<file path="src/rtl/led_decoder_controller.sv">
// Registered BCD-to-7-segment decoder and one-hot digit select for a
// 4-digit multiplexed display, with optional one-cycle anti-ghost blanking.
module led_decoder_controller #(
  parameter bit          SEG_ACTIVE_LOW = 1'b1,
  parameter bit          DIG_ACTIVE_LOW = 1'b1,
  parameter int unsigned DP_POS         = 2,
  parameter bit          GHOST_BLANK    = 1'b1
) (
  input  logic       sys_clk,
  input  logic       sys_rst,
  input  logic [3:0] num_in,
  input  logic [1:0] ctrl_led,
  output logic       a,
  output logic       b,
  output logic       c,
  output logic       d,
  output logic       e,
  output logic       f,
  output logic       g,
  output logic       h,
  output logic       L0,
  output logic       L1,
  output logic       L2,
  output logic       L3
);

  localparam logic [1:0] DP_IDX = 2'(DP_POS);

  logic [6:0] lit_next;
  logic       dp_next;
  logic [3:0] sel_next;
  logic [7:0] seg_q;
  logic [3:0] dig_q;
  logic [1:0] prev_led;

  // Logical lit pattern, bit 6 = a ... bit 0 = g
  always_comb begin
    lit_next = 7'b0000000;
    case (num_in)
      4'd0: lit_next = 7'b1111110;
      4'd1: lit_next = 7'b0110000;
      4'd2: lit_next = 7'b1101101;
      4'd3: lit_next = 7'b1111001;
      4'd4: lit_next = 7'b0110011;
      4'd5: lit_next = 7'b1011011;
      4'd6: lit_next = 7'b1011111;
      4'd7: lit_next = 7'b1110000;
      4'd8: lit_next = 7'b1111111;
      4'd9: lit_next = 7'b1111011;
      default: lit_next = 7'b0000000;
    endcase
  end

  assign dp_next = (ctrl_led == DP_IDX);

  // A scan-index change blanks every digit for the cycle it first appears
  always_comb begin
    sel_next = 4'b0001 << ctrl_led;
    if (GHOST_BLANK && (ctrl_led != prev_led)) begin
      sel_next = 4'b0000;
    end
  end

  always_ff @(posedge sys_clk or posedge sys_rst) begin
    if (sys_rst) begin
      seg_q    <= {8{SEG_ACTIVE_LOW}};
      dig_q    <= {4{DIG_ACTIVE_LOW}};
      prev_led <= 2'd0;
    end else begin
      seg_q    <= {lit_next, dp_next} ^ {8{SEG_ACTIVE_LOW}};
      dig_q    <= sel_next ^ {4{DIG_ACTIVE_LOW}};
      prev_led <= ctrl_led;
    end
  end

  assign {a, b, c, d, e, f, g, h} = seg_q;
  assign L0 = dig_q[0];
  assign L1 = dig_q[1];
  assign L2 = dig_q[2];
  assign L3 = dig_q[3];

endmodule

</file>
<file path="config.mk">
export PLATFORM = sky130hd
export DESIGN_NAME = led_decoder_controller
export DESIGN_NICKNAME = d
export VERILOG_FILES = /design/src/rtl/led_decoder_controller.sv
export SDC_FILE = /design/constraint.sdc
export NUM_CORES = 1
export LEC_CHECK = 0
export ABC_CLOCK_PERIOD_IN_PS = 850
export BUFFER_PORTS_ARGS = -buffer_cell sky130_fd_sc_hd__buf_2
export CAP_MARGIN = 20
export CELL_PAD_IN_SITES_DETAIL_PLACEMENT = 1
export CELL_PAD_IN_SITES_GLOBAL_PLACEMENT = 2
export CORE_UTILIZATION = 29
export CTS_CLUSTER_DIAMETER = 200
export DETAILED_ROUTE_END_ITERATION = 10
export MAX_ROUTING_LAYER = met4
export PLACE_DENSITY_LB_ADDON = 0.1
export SYNTH_ARGS = -nofsm -noshare
export SYNTH_HDL_FRONTEND = slang
export SYNTH_SLANG_ARGS = --single-unit
export TNS_END_PERCENT = 50
</file>
<file path="constraint.sdc">
create_clock -name sys_clk -period 0.85 [get_ports sys_clk]
set_clock_uncertainty 0.05 [all_clocks]
set_input_delay 0.255 -clock sys_clk [delete_from_list [all_inputs] [get_ports sys_clk]]
set_output_delay 0.255 -clock sys_clk [all_outputs]
set_load 0.01 [all_outputs]
</file>
After elaboration in Yosys (flattened, before gate mapping) --
Memory sizes are Yosys's and may differ from the RTL's. Index checks and enable logic that the tools add are counted.
Word-level totals: flip-flop bits (word level) 14, memories kept 1, input port bits 8, output and inout port bits 12, logic and storage cells 10, bits in read-only memories 112
Memories:
- (no name shown) | words 16, bits a word 7, rd ports 1, clocked after Yosys merged registers in 0, wr ports 0, line 39 | case (num_in)
Operators by class: shifts and indexed selects 1, equality and inequality tests 2, bitwise gates (word level) 2, mux-type cells 1
Operator list (count):
- 8-bit inverter | 1
- 4-bit two-way mux | 1
- 4-bit inverter | 1
- 1-bit by 2-bit left shift with 4-bit output (first input constant) | 1
- 2-bit == test (second input constant) | 1
- 2-bit != test | 1

Logic depth before layout (Yosys ltp) --
depth in word-level cells 3, gate-level depth with buffers 5, mapped depth without buffers 5

Worst setup path after synthesis --
No wires, ideal clock.
path kind in2reg, from input num_in[1], to register seg_q[7], buffers on the path 0, stages on the path 5, library setup time 78 ps, path slack -160 ps, arrival time 882 ps, required time 722 ps, cells stage by stage inv_1 ha_1 or2_1 a21oi_2 nor2_1
On the way: word-level cells in the longest chain between the ends 2
RTL lines:
- start: declaration | line 11 | input logic [3:0] num_in,
- memory read 16 x 7 bit
- 8-bit inverter (no line)
- end signal: assignment | line 66 | seg_q <= {8{SEG_ACTIVE_LOW}};
- end signal: assignment | line 70 | seg_q <= {lit_next, dp_next} ^ {8{SEG_ACTIVE_LOW}};
- end: declaration | line 32 | logic [7:0] seg_q;
No other way between the ends.

Worst setup path in the final report --
from register seg_q[0], to output h
RTL lines:
- end: declaration | line 20 | output logic h,
No word-level cell between the ends.

==> key figures <==
Die
  • Starting Density: 0.326
  • Die Width: 47.2 um
  • Die ar.: 0.00223 sq mm
  • Rows: 15
  • IO Count: 20
  • Core Area: 0.00182 sq mm
  • Die Y: 47.2 um

Worst setup path
  • Worst Path Max Fanout: 1
  • Worst endpoint required time: 540 ps
  • Crit path max-delay family: flip-flops
  • Slowest cell on the critical path: dfstp_2
  • Worst path bufs/invs: 1
  • CP arrival: 890 ps
  • Crit. End Element: output pin
  • Worst r2r path cells: 2
  • Delay of the slowest critical-path stage: 540 ps
  • CP Launch Type: register
  • R2R setup slack: 100 ps
  • Setup Crit Path Kind: reg2out
  • R2r endpoint: dig_q[2]$_DFF_PP1_
  • CP cell instances: buf_6
  • R2R Path Start: prev_led[0]$_DFF_PP0_

STA
  • Max Clk Rate: 835 MHz
  • RSZ-0062 raised after global routing: true
  • Setup_tns: -4070 ps
  • Final worst slack: -348 ps
  • Slew Limit Fails: 0
  • Slew @ Worst Pin: 187 ps
  • WHS: 96.8 ps
  • Final Cycle Share: 1.41
  • Final Hold Viols: 0
  • Slew HR: 0.875
  • Endpoints failing setup: 12
  • Fin crit period: 1200 ps

Layout
  • Final-layout fill cell count: 202
  • Layout overhead on the synthesized area: 53.8%
  • # nets final: 94
  • Diode count: 0
  • Core Util, Final: 0.501
  • Most common cell after layout, fill and taps aside: buf_6
  • Commonest non-fill, non-tap cells in the layout: buf_6 (14), dfstp_2 (12), buf_2 (6), buf_4 (6)
  • Layout cells sized above 1: 0.588
  • Cell area after layout: 912 sq um

Run
  • Number of max-cap violations: 0

Global routing
  • Vias in the first global route: 445
  • Top Usage Layer GRT: met2
  • First-pass GRT wire length: 2000 um
  • Global Route met3 Usage: 0.0577
  • Grt ovf: 0
  • Met2 usage: 0.216
  • Tot GR Track Use: 0.137
  • Largest net degree at the start of global routing: 15
  • Antenna violations before repair: 0
  • M1 GR Usage: 0.167

Clock tree
  • Clk pin slew, worst setup/hold paths: 80 ps
  • Worst-Skew Late Latency: 260 ps
  • CTS tree: yes
  • Deepest clock path buffer count: 2
  • Num CTS Buffers: 3
  • H-tree Lvls: 1
  • Clk sinks: 14
  • CTS root buf: clkbuf_4

Synth
  • Post-Syn Area: 593 sq um
  • Avg Cell Area, Syn: 11.9 sq um
  • Register bit total from synthesis: 14
  • Count of different cell masters after synthesis: 17
  • Post-Syn Nets: 63
  • Yosys warning count: 0
  • Post-Synthesis Cells: 50
  • Seq/Total Area, Yosys: 0.616

Placement
  • Post-DP HPWL: 939 um
  • Placed inst area: 786 sq um
  • GPL Wtd Cong: 0.678
  • IO buf count: 19

Routing
  • DRT Wirelength: 1140 um
  • Antenna-violating nets left: 0
  • Via/cell ratio: 4.24
  • Pre-antenna DRT Iters: 4
  • Routed length per placed instance: 10.8 um
  • Initial DRC count: 3
  • Via count: 445
  • Residual DRC: 0

Power
  • Leakage power: 0.414 nW
  • Pwr Density: 1510 mW/mm^2
  • Peak VDD IR: 1050 uV

Min path
  • Hold endpoint: prev_led[0]$_DFF_PP0_
  • Worst min-delay path startpoint: ctrl_led[0]
  • Hold Crit Class: in2reg
  • WHS Path Cells: 1

Status
  • Outcome: complete, but fails checks
  • Failing checks: setup timing
[registers in the layout, summed over array words and instances, names as in the netlist]
register,cells
dig_q,4
seg_q,8
prev_led,2
[cell type report]
type	count	area, sq um	area share
multi-input cells	29	211	0.232
clock buffers	4	26.3	0.0288
inverters	6	35.0	0.0384
flip-flops and latches	14	365	0.401
well taps	25	31.3	0.0343
repair buffers	27	243	0.266
[worst max-delay path by stage]
stage	from	to	slack [ps]	cells after the start
finish	seg_q[0]$_DFF_PP1_	h	-350	1
global route	seg_q[0]$_DFF_PP1_	h	-390	1
CTS	seg_q[7]$_DFF_PP1_	a	-360	1
detailed placement	num_in[1]	seg_q[7]$_DFF_PP1_	-310	6
global placement	num_in[0]	seg_q[6]$_DFF_PP1_	-310	5
floorplan	num_in[1]	seg_q[4]$_DFF_PP1_	-80	5
[through the flow]
stage | total power, W | setup WS, ps | std cells
after floorplan | 0.000863 | -81.7 | 50
after CTS | 0.00140 | -362 | 105
after global placement | 0.000971 | -309 | 100
final | 0.00138 | -348 | 105
after detailed placement | 0.000972 | -311 | 100
after global routing | 0.00147 | -391 | 105
[logic make-up (layout without fill, tap and decap cells)]
family                   after synthesis  in the layout  synth area share
flip-flops                            14             14             0.616
XOR/XNOR                               1              1            0.0148
AND/OR/NAND/NOR                       13             13             0.108
adder cells (fa/ha/maj)                5              5             0.105
AO/OA/AOI/OAI                         10             10            0.0991
buffers and inverters                  7             37            0.0570
[Yosys cell counts]
library cell / instances / area, sq um
a21oi_1: 3 / 15.0
a21oi_2: 1 / 8.76
a22oi_1: 1 / 7.51
a31oi_1: 2 / 12.5
buf_6: 1 / 11.3
dfrtp_1: 2 / 50.1
dfstp_2: 12 / 315
ha_1: 5 / 62.6
inv_1: 6 / 22.5
nand2_1: 1 / 3.75
nand2b_1: 3 / 18.8
nand3_1: 2 / 10.0
nand4_1: 1 / 6.26
nor2_1: 5 / 18.8
o21ai_0: 3 / 15.0
or2_1: 1 / 6.26
xor2_1: 1 / 8.76
[timing repair]
item                                   in CTS  in global routing
buffers inserted                            0                  0
resized for setup                          14                  5
hold buffers                                1                  0
pin swaps                                   1                  1
setup endpoints to repair                  17                 22
endpoints found under the hold margin       2                  0
[power breakdown]
part | total [W] | switching (W) | internal [W]
clock network | 0.000360 | 0.000178 | 0.000181
registers | 0.000756 | 0.0000210 | 0.000735
logic | 0.000264 | 0.000122 | 0.000141
total | 0.00138 | 0.000322 | 0.00106
[metal layers]
metal	vias to the layer above	share of wire
li1	224	-
met1	207	0.47
met2	12	0.49
met3	2	0.035
met4	0	0.0035
met5	-	0
Power figures use the tool's default switching activity.
